[src/rtl/milestone_fader_pkg.sv]
// Shared types and width helpers for the milestone gradient fader.
package milestone_fader_pkg;

    // Frame sequencing states.
    typedef enum logic [1:0] {
        ST_IDLE    = 2'd0,
        ST_LOAD    = 2'd1,
        ST_STREAM  = 2'd2,
        ST_ADVANCE = 2'd3
    } state_t;

    // Channel order within one LED as seen on the serial stream.
    localparam int CH_G = 0;
    localparam int CH_R = 1;
    localparam int CH_B = 2;
    localparam int CH_W = 3;

    // Bits needed for a counter over n values; never narrower than one bit.
    function automatic int cnt_w(input int n);
        return (n > 1) ? $clog2(n) : 1;
    endfunction

endpackage

[src/rtl/milestone_fader_lerp.sv]
// Combinational linear blend of one colour channel between two milestones.
module milestone_fader_lerp #(
    parameter int COLOR_W = 8,
    parameter int INTERP  = 4,
    localparam int K      = $clog2(INTERP)
) (
    input  logic [COLOR_W-1:0] a,
    input  logic [COLOR_W-1:0] b,
    input  logic [K-1:0]       i,
    output logic [COLOR_W-1:0] y
);

    localparam int SW = COLOR_W + K + 1;
    localparam logic [K:0] FULL = (K + 1)'(INTERP);

    // Weighted sum of the two endpoints, truncated back to channel width.
    // The weights always add up to INTERP, so the shifted result can never
    // exceed the larger endpoint and needs no saturation.
    function automatic logic [COLOR_W-1:0] blend(
        input logic [COLOR_W-1:0] ca,
        input logic [COLOR_W-1:0] cb,
        input logic [K-1:0]       step
    );
        logic [K:0]    wa;
        logic [K:0]    wb;
        logic [SW-1:0] sum;
        wa  = FULL - {1'b0, step};
        wb  = {1'b0, step};
        sum = {{(K + 1){1'b0}}, ca} * {{COLOR_W{1'b0}}, wa}
            + {{(K + 1){1'b0}}, cb} * {{COLOR_W{1'b0}}, wb};
        return COLOR_W'(sum >> K);
    endfunction

    assign y = blend(a, b, i);

endmodule

[src/rtl/milestone_fader.sv]
// Gradient generator: milestone shift store, per-LED interpolation and a
// byte-wide valid/ready stream towards the serial LED driver.
module milestone_fader
    import milestone_fader_pkg::*;
#(
    parameter int LEDS     = 11,
    parameter int INTERP   = 4,
    parameter int CHANNELS = 3,
    parameter int COLOR_W  = 8
) (
    input  logic                        CLK,
    input  logic                        RST_N,
    input  logic                        frame_start,
    input  logic                        ms_wr_en,
    input  logic [CHANNELS*COLOR_W-1:0] ms_wr_data,
    output logic                        px_valid,
    input  logic                        px_ready,
    output logic [COLOR_W-1:0]          px_data,
    output logic                        px_last,
    output logic                        busy,
    output logic                        frame_done
);

    localparam int K  = $clog2(INTERP);
    localparam int MS = ((LEDS + INTERP - 2) >> K) + 2;
    localparam int MW = cnt_w(MS);
    localparam int PW = cnt_w(LEDS + INTERP - 1);
    localparam int LW = cnt_w(LEDS);
    localparam int CW = cnt_w(CHANNELS);
    localparam int DW = CHANNELS * COLOR_W;

    localparam logic [LW-1:0] LED_LAST = LW'(LEDS - 1);
    localparam logic [CW-1:0] CH_LAST  = CW'(CHANNELS - 1);
    localparam logic [K-1:0]  PH_LAST  = K'(INTERP - 1);

    state_t          state;
    logic [K-1:0]    phase;
    logic [LW-1:0]   led_cnt;
    logic [CW-1:0]   ch_cnt;
    logic [DW-1:0]   staging;
    logic [DW-1:0]   ms [MS];

    logic [PW-1:0]      pos;
    logic [MW-1:0]      m_idx;
    logic [MW-1:0]      m1_idx;
    logic [COLOR_W-1:0] ch_a;
    logic [COLOR_W-1:0] ch_b;
    logic [COLOR_W-1:0] lerp_y;
    logic               at_last;

    // The counters always point at the byte to be registered next.
    assign pos     = PW'(led_cnt) + PW'(phase);
    assign m_idx   = MW'(pos >> K);
    assign m1_idx  = m_idx + 1'b1;
    assign ch_a    = ms[m_idx][ch_cnt*COLOR_W +: COLOR_W];
    assign ch_b    = ms[m1_idx][ch_cnt*COLOR_W +: COLOR_W];
    assign at_last = (led_cnt == LED_LAST) && (ch_cnt == CH_LAST);

    milestone_fader_lerp #(
        .COLOR_W (COLOR_W),
        .INTERP  (INTERP)
    ) u_lerp (
        .a (ch_a),
        .b (ch_b),
        .i (pos[K-1:0]),
        .y (lerp_y)
    );

    // Staging milestone: any write is taken immediately, in every state.
    always_ff @(posedge CLK or negedge RST_N) begin
        if (!RST_N) begin
            staging <= '0;
        end else if (ms_wr_en) begin
            staging <= ms_wr_data;
        end
    end

    // Milestone store shifts once per INTERP frames, at the end of the frame,
    // so its contents are frozen while a frame streams out.
    always_ff @(posedge CLK or negedge RST_N) begin
        if (!RST_N) begin
            for (int j = 0; j < MS; j++) begin
                ms[j] <= '0;
            end
        end else if (state == ST_ADVANCE && phase == PH_LAST) begin
            ms[0] <= staging;
            for (int j = 1; j < MS; j++) begin
                ms[j] <= ms[j-1];
            end
        end
    end

    // Frame sequencer with registered stream outputs and byte counters.
    always_ff @(posedge CLK or negedge RST_N) begin
        if (!RST_N) begin
            state      <= ST_IDLE;
            phase      <= '0;
            led_cnt    <= '0;
            ch_cnt     <= '0;
            px_valid   <= 1'b0;
            px_data    <= '0;
            px_last    <= 1'b0;
            busy       <= 1'b0;
            frame_done <= 1'b0;
        end else begin
            frame_done <= 1'b0;
            case (state)
                ST_IDLE: begin
                    if (frame_start) begin
                        state   <= ST_LOAD;
                        busy    <= 1'b1;
                        led_cnt <= '0;
                        ch_cnt  <= '0;
                    end
                end
                ST_LOAD, ST_STREAM: begin
                    if (state == ST_STREAM && px_ready && px_last) begin
                        px_valid   <= 1'b0;
                        px_last    <= 1'b0;
                        frame_done <= 1'b1;
                        state      <= ST_ADVANCE;
                    end else if (state == ST_LOAD || px_ready) begin
                        px_valid <= 1'b1;
                        px_data  <= lerp_y;
                        px_last  <= at_last;
                        state    <= ST_STREAM;
                        if (at_last) begin
                            led_cnt <= '0;
                            ch_cnt  <= '0;
                        end else if (ch_cnt == CH_LAST) begin
                            ch_cnt  <= '0;
                            led_cnt <= led_cnt + 1'b1;
                        end else begin
                            ch_cnt  <= ch_cnt + 1'b1;
                        end
                    end
                end
                ST_ADVANCE: begin
                    phase   <= phase + 1'b1;
                    busy    <= 1'b0;
                    led_cnt <= '0;
                    ch_cnt  <= '0;
                    state   <= ST_IDLE;
                end
                default: state <= ST_IDLE;
            endcase
        end
    end

endmodule

[config.mk]
export PLATFORM = sky130hd
export DESIGN_NAME = milestone_fader
export DESIGN_NICKNAME = d
export VERILOG_FILES = /design/src/rtl/milestone_fader_pkg.sv /design/src/rtl/milestone_fader_lerp.sv /design/src/rtl/milestone_fader.sv
export SDC_FILE = /design/constraint.sdc
export NUM_CORES = 1
export LEC_CHECK = 0
export BUFFER_PORTS_ARGS = -buffer_cell sky130_fd_sc_hd__buf_2
export CORE_ASPECT_RATIO = 1.4
export CORE_MARGIN = 1
export CORE_UTILIZATION = 35
export CTS_CLUSTER_SIZE = 24
export DETAILED_ROUTE_END_ITERATION = 6
export PLACE_DENSITY = 0.47
export SKIP_LAST_GASP = 1
export SLEW_MARGIN = 20
export SYNTH_ARGS = -nofsm -noshare
export SYNTH_HDL_FRONTEND = slang
export SYNTH_SLANG_ARGS = --single-unit
[constraint.sdc]
create_clock -name CLK -period 11.5 [get_ports CLK]
set_input_delay 2.3 -clock CLK [delete_from_list [all_inputs] [get_ports CLK]]
set_output_delay 2.3 -clock CLK [all_outputs]
set_load 0.01 [all_outputs]
* Yosys cells after proc, flatten, opt, wreduce, memory -nomap -nowiden
Cells that the tools add are included.
** Cells by class
- Add/subtract/negate cells :: 7
- $mul :: 2
- $lt $le $gt $ge :: 2
- Eq/ne operators :: 11
- Shift-type cells :: 2
- Multiplexer cells :: 30
- Bitwise gates (word level) :: 3
- Reductions and logical operators :: 15
** Operators with widths (count)
- $bmux W24 S3 :: 2
- $mux W24 :: 4
- $shiftx A24 B6 Y8 :: 2
- $mux W4 :: 5
- $mux W2 :: 8
- $pmux W2 S3 :: 2
- $pmux W4 S3 :: 1
- $add A10 B10 Y10 :: 1
- $mul A8 B2 Y10 :: 1
- $mul A8 B3 Y10 :: 1
- $eq A2 B2 Y1 const B :: 4
- $ge A4 B4 Y1 const B :: 2
- $mux W1 :: 7
- $ne A2 B2 Y1 const B :: 3
- $ne A3 B3 Y1 const B :: 2
- $reduce_and A2 Y1 :: 3
- $reduce_and A3 Y1 :: 2
- $add A2 B1 Y2 const B :: 2
- $add A4 B1 Y4 const B :: 1
- $add A4 B2 Y4 :: 1
- $eq A4 B4 Y1 const B :: 1
- $logic_and A1 B1 Y1 :: 4
- $not A2 Y4 :: 1
- $not A3 Y4 :: 1
- 10 further kinds :: 11
** Storage, ports and cells
- Register bits :: 166
- Bits of input ports :: 29
- Output and inout bits :: 12
- Logic and storage cells :: 87

* Longest topological paths before layout
- Depth in word-level cells :: 9
- Mapped depth :: 31
- Depth with buffers taken out :: 26

* Modules after synthesis
A second synthesis with hierarchy kept.
** Unflattened totals
- Cells, all modules :: 769
- Area total of the unflattened synthesis :: 9489.1 sq um
** By module, submodules not included
- milestone_fader :: instances 1, cells an instance 632, area each 8359.3 sq um, seq. area each 4154.0 sq um
- milestone_fader_lerp :: instances 1, cells an instance 137, area each 1129.8 sq um, seq. area each 0.0 sq um

* Worst setup path after synthesis
OpenSTA, ideal clock, no wires.
- Path type :: register to register
- Start :: reg led_cnt[0]
- End :: reg px_data[7]
- Library setup time :: 0.136 ns
- Data arrival time :: 6.890 ns
- Data required time :: 11.364 ns
- Slack :: 4.474 ns
- Stages on the path, launching flop included :: 31
- Path buffers :: 5
- Period minus slack after synthesis :: 7.026 ns
- Cells stage by stage :: dfrtp_1 > ha_1 > fa_1 > xnor2_2 > inv_1 > buf_4 > buf_2 > buf_2 > ha_1 > inv_1 > nor3_1 > clkbuf_1 > clkbuf_1 > a22oi_1 > o22a_1 > nor2_1 > nand2_1 > fa_1 > fa_1 > inv_1 > fa_1 > inv_1 > fa_1 > nor2b_1 > o21ai_0 > a21boi_0 > o21ai_0 > a21oi_1 > xnor2_1 > xnor2_1 > o21ai_0
** Between the ends
- Longest elaborated chain between the ends :: 9
- Elaborated cells between the ends (all ways) :: 16
- Those cells by class :: add/sub: 4; mul: 2; shift: 2; mux: 6; bitwise: 2
** Ends and longest elaborated chain
- from (decl) :: line milestone_fader.sv:38 : logic [LW-1:0] led_cnt;
- from (signal assigned) :: line milestone_fader.sv:132 : led_cnt <= led_cnt + 1'b1;
- $add A4 B2 Y4 (*) :: line milestone_fader.sv:52 : assign pos = PW'(led_cnt) + PW'(phase);
- $add A2 B1 Y3 :: line milestone_fader.sv:54 : assign m1_idx = m_idx + 1'b1;
- $not A3 Y4 (not written as such) :: line milestone_fader.sv:56 : assign ch_b = ms[m1_idx][ch_cnt*COLOR_W +: COLOR_W];
- $bmux W24 S3 :: line milestone_fader.sv:56
- $mux W24 (not written as such) (2 in series) :: line milestone_fader.sv:56
- $shiftx A24 B6 Y8 :: line milestone_fader.sv:56
- $mul A8 B2 Y10 :: line milestone_fader_lerp.sv:30 : + {{(K + 1){1'b0}}, cb} * {{COLOR_W{1'b0}}, wb};
- $add A10 B10 Y10 (*) :: line milestone_fader_lerp.sv:30
- to (signal assigned) :: line milestone_fader.sv:124 : px_data <= lerp_y;
- to (decl) :: line milestone_fader.sv:18 : output logic [COLOR_W-1:0] px_data,
Every way passes the cells marked *; elsewhere a longest branch is shown, timed or not. The select of a mux whose other input is x is not followed.
A chain may end at the register's enable or synchronous reset.

* Final worst setup path
Ends and elaborated chain as after synthesis.

==> results.ini <==
[floorplanning]
core_area_um2 = 26100
initial_core_util = 0.356
die_area_um2 = 27200
die_h_um = 195
placementRows = 70
die_w_um = 140
io-pin-count = 41

[layout]
multi_input_area_um2 = 4870
drive_gt1_frac = 0.368
layout.nets = 813
num-fill-cells = 2449
fin_util = 0.402
area_growth_syn_to_layout_pct = 12.9
diodes = 0
seq_area_um2 = 4150

[global_route]
grt_antenna_before_repair = 0
grt_pass1_vias = 6209
grt_pass1_wl_um = 33700
gr-usage-all-layers = 0.161
grt_max_degree = 94
grt_remaining_overflow = 0

[power]
ir_drop_mv = 0.130
power-per-cell-area_nw_per_um2 = 335
cellLeakagePower_uw = 0.00482

[placement]
port_buffers = 40
place_congestion = 0.841
hpwl_um = 14700

[job]
maxCapViolations = 0

[sta]
final.setup.tns_ns = 0
timing.final.crit_share = 0.689
rsz0062_at_grt = false
min_period_ns = 7.93
worstMarginPinSlew_ns = 1.02
setup_violations = 0
max_slew_margin = 0.320
max_freq_mhz = 126
holdWs_ns = 0.467
hold_violations = 0
drv_slew = 0
fin_skew_ns = 0.0106

[routing]
num_vias = 5784
wirelength_um = 20600
drt_iter0_drc = 219
drc_errors = 0
antenna_left = 0
wire_per_inst_um = 19.1
drt-vias-per-instance = 5.37
drtPass1Iterations = 4

[worst_setup_path]
worst-r2r-setup-slack_ns = 3.57
worstSetupStartpointType = register
worst-r2r-cell-count = 27
cp-end-kind = register
cp_max_fo = 32
reg2reg_from = led_cnt[0]$_DFFE_PN0P_
cp.required_ns = 11.81
r2r_end = px_data[7]$_DFFE_PN0P_
critPathKind = register to register
cp.arrival_ns = 8.23

[logic_synthesis]
syn_nets = 787
ys_seq_area_frac = 0.447
synth_edf_count = 0
syn_inst = 714
ys_warn_count = 0
synth_seq_cells = 166
netlist_area_um2 = 9290
yosys_most_used_dff = dfrtp_1
ys_types = 56
syn_area_per_cell_um2 = 13.0
async_reset_ff_frac = 1.00

[run_status]
status = finished, final reports clean

[hold_path]
hold_depth = 2
hold_path_startpoint = px_valid$_DFFE_PN0P_
hold_end = px_valid$_DFFE_PN0P_
min_path_type = register to register

[cts]
tritoncts = built
cts-root-buf = clkbuf_16
clockBufferDepth = 2
cts.sinks = 166
cts.repair.resized = 0
numCtsBuffers = 17
hold_buffers = 0
clk_latency_ns = 0.44
h-tree-depth = 4
cts.reportedPaths.clkPinSlew_ns = 0.07
postCtsSetupRepairBufs = 0

[cells in the mapped netlist, types with 9 or more instances]
master,count,area share
fa_1,21,0.045
nand2_1,48,0.019
mux2_2,146,0.18
and2_1,19,0.013
ha_1,23,0.031
inv_1,32,0.013
a221oi_1,9,0.0085
o21ai_0,28,0.015
mux2i_1,10,0.011
mux4_2,45,0.11
nand3_1,10,0.0054
clkbuf_1,28,0.011
dfrtp_1,166,0.45
nor2_1,20,0.0081
a21oi_1,13,0.0070
[report_power, final]
part           internal (uW)  switching (uW)  total (uW)
Sequential               748             169         918
Combinational            891            1040        1930
Clock                    425             238         663
[worst max-delay path: stages (launching register included)]
cell	delay (ns)
dfrtp_1	0.44
ha_1	0.25
fa_1	0.46
xnor2_4	0.15
buf_4	0.30
inv_1	0.10
buf_4	0.42
ha_1	0.36
inv_1	0.36
nor3_4	0.75
a221oi_1	0.22
o22a_1	0.25
nor2_1	0.16
nand2_1	0.10
fa_1	0.53
fa_1	0.56
inv_1	0.06
fa_1	0.56
inv_1	0.07
fa_1	0.45
nor2b_1	0.12
o21ai_0	0.11
a21boi_0	0.26
o21ai_0	0.18
a21oi_1	0.21
xnor2_1	0.15
xnor2_1	0.13
o21ai_0	0.08
[placed cells by master (no fill, tap or decap), types with 3 or more instances in the layout]
master     synthesis  routed
dfrtp_1          166     166
mux2_2           146     146
nand2_1           48      47
mux4_2            45      45
buf_2              7      39
inv_1             32      32
o21ai_0           28      28
ha_1              23      23
fa_1              21      21
nor2_1            20      20
and2_1            19      19
clkbuf_16          0      17
a21oi_1           13      13
nand3_1           10      10
mux2i_1           10      10
a221oi_1           9       9
a22oi_1            7       7
bufinv_16          0       6
nand2b_1           5       5
nand4_1            5       5
a21o_1             5       5
buf_4              2       5
o22a_1             4       4
a211oi_1           4       4
xnor2_1            4       4
xor2_1             4       4
nor2b_1            3       3
o22ai_1            3       3
nor3_1             4       3
o31ai_1            3       3
clkinv_2           0       3
clkbuf_8           0       3
[final cells by class]
cell class,instances,share of cell area
well taps,324,0.0386
repair buffers,45,0.0233
inverters,33,0.0118
multi-input cells,477,0.465
clock inverters,12,0.0211
flip-flops and latches,166,0.396
clock buffers,20,0.0445
[state kept, by name, summed over array words and instances (netlist names)]
| signal | cells |
|---|---|
| state | 2 |
| px_valid | 1 |
| px_last | 1 |
| ms | 120 |
| phase | 2 |
| busy | 1 |
| ch_cnt | 2 |
| staging | 24 |
| led_cnt | 4 |
| frame_done | 1 |
| px_data | 8 |
[routing by layer]
metal | part of all wire | up-vias | track usage | wire length [um]
met5 | 0 | - | 0 | 0
met4 | 0.023 | 0 | 0.0659 | 466
met3 | 0.023 | 25 | 0.0325 | 472
met2 | 0.53 | 87 | 0.286 | 10900
met1 | 0.42 | 2997 | 0.190 | 8730
li1 | - | 2675 | - | -
[cell families (layout without fill, tap and decap cells)]
family,count (synthesis),after routing,share of synthesized area
AO/OA/AOI/OAI,94,94,0.0709
XOR/XNOR,9,9,0.00930
adder cells (fa/ha/maj),44,44,0.0762
buffers and inverters,71,110,0.0313
flip-flops,166,166,0.447
multiplexers,201,201,0.297
AND/OR/NAND/NOR,129,129,0.0682
[through the flow]
step / setup WS (ns) / cell area [um^2] / cells / power (uW)
2_1_floorplan: 4.47 / 9290 / 714 / 2380
3_3_place_gp: 3.59 / 9790 / 1045 / 2830
3_5_place_dp: 3.24 / 9790 / 1045 / 2890
4_1_cts: 3.25 / 10500 / 1077 / 3570
5_1_grt: 2.98 / 10500 / 1077 / 3830
6_report: 3.57 / 10500 / 1077 / 3510
[worst max path at each step]
stage	endpoint	cells past startpoint	slack, ns	start
3_5_place_dp	px_data[7]$_DFFE_PN0P_	27	3.24	led_cnt[0]$_DFFE_PN0P_
3_3_place_gp	px_data[7]$_DFFE_PN0P_	27	3.59	led_cnt[0]$_DFFE_PN0P_
4_1_cts	px_data[7]$_DFFE_PN0P_	27	3.25	led_cnt[0]$_DFFE_PN0P_
6_report	px_data[7]$_DFFE_PN0P_	27	3.57	led_cnt[0]$_DFFE_PN0P_
2_1_floorplan	px_data[7]$_DFFE_PN0P_	30	4.47	led_cnt[0]$_DFFE_PN0P_
5_1_grt	px_data[7]$_DFFE_PN0P_	27	2.98	led_cnt[0]$_DFFE_PN0P_
Note: power is estimated with default switching activity, not from simulation.
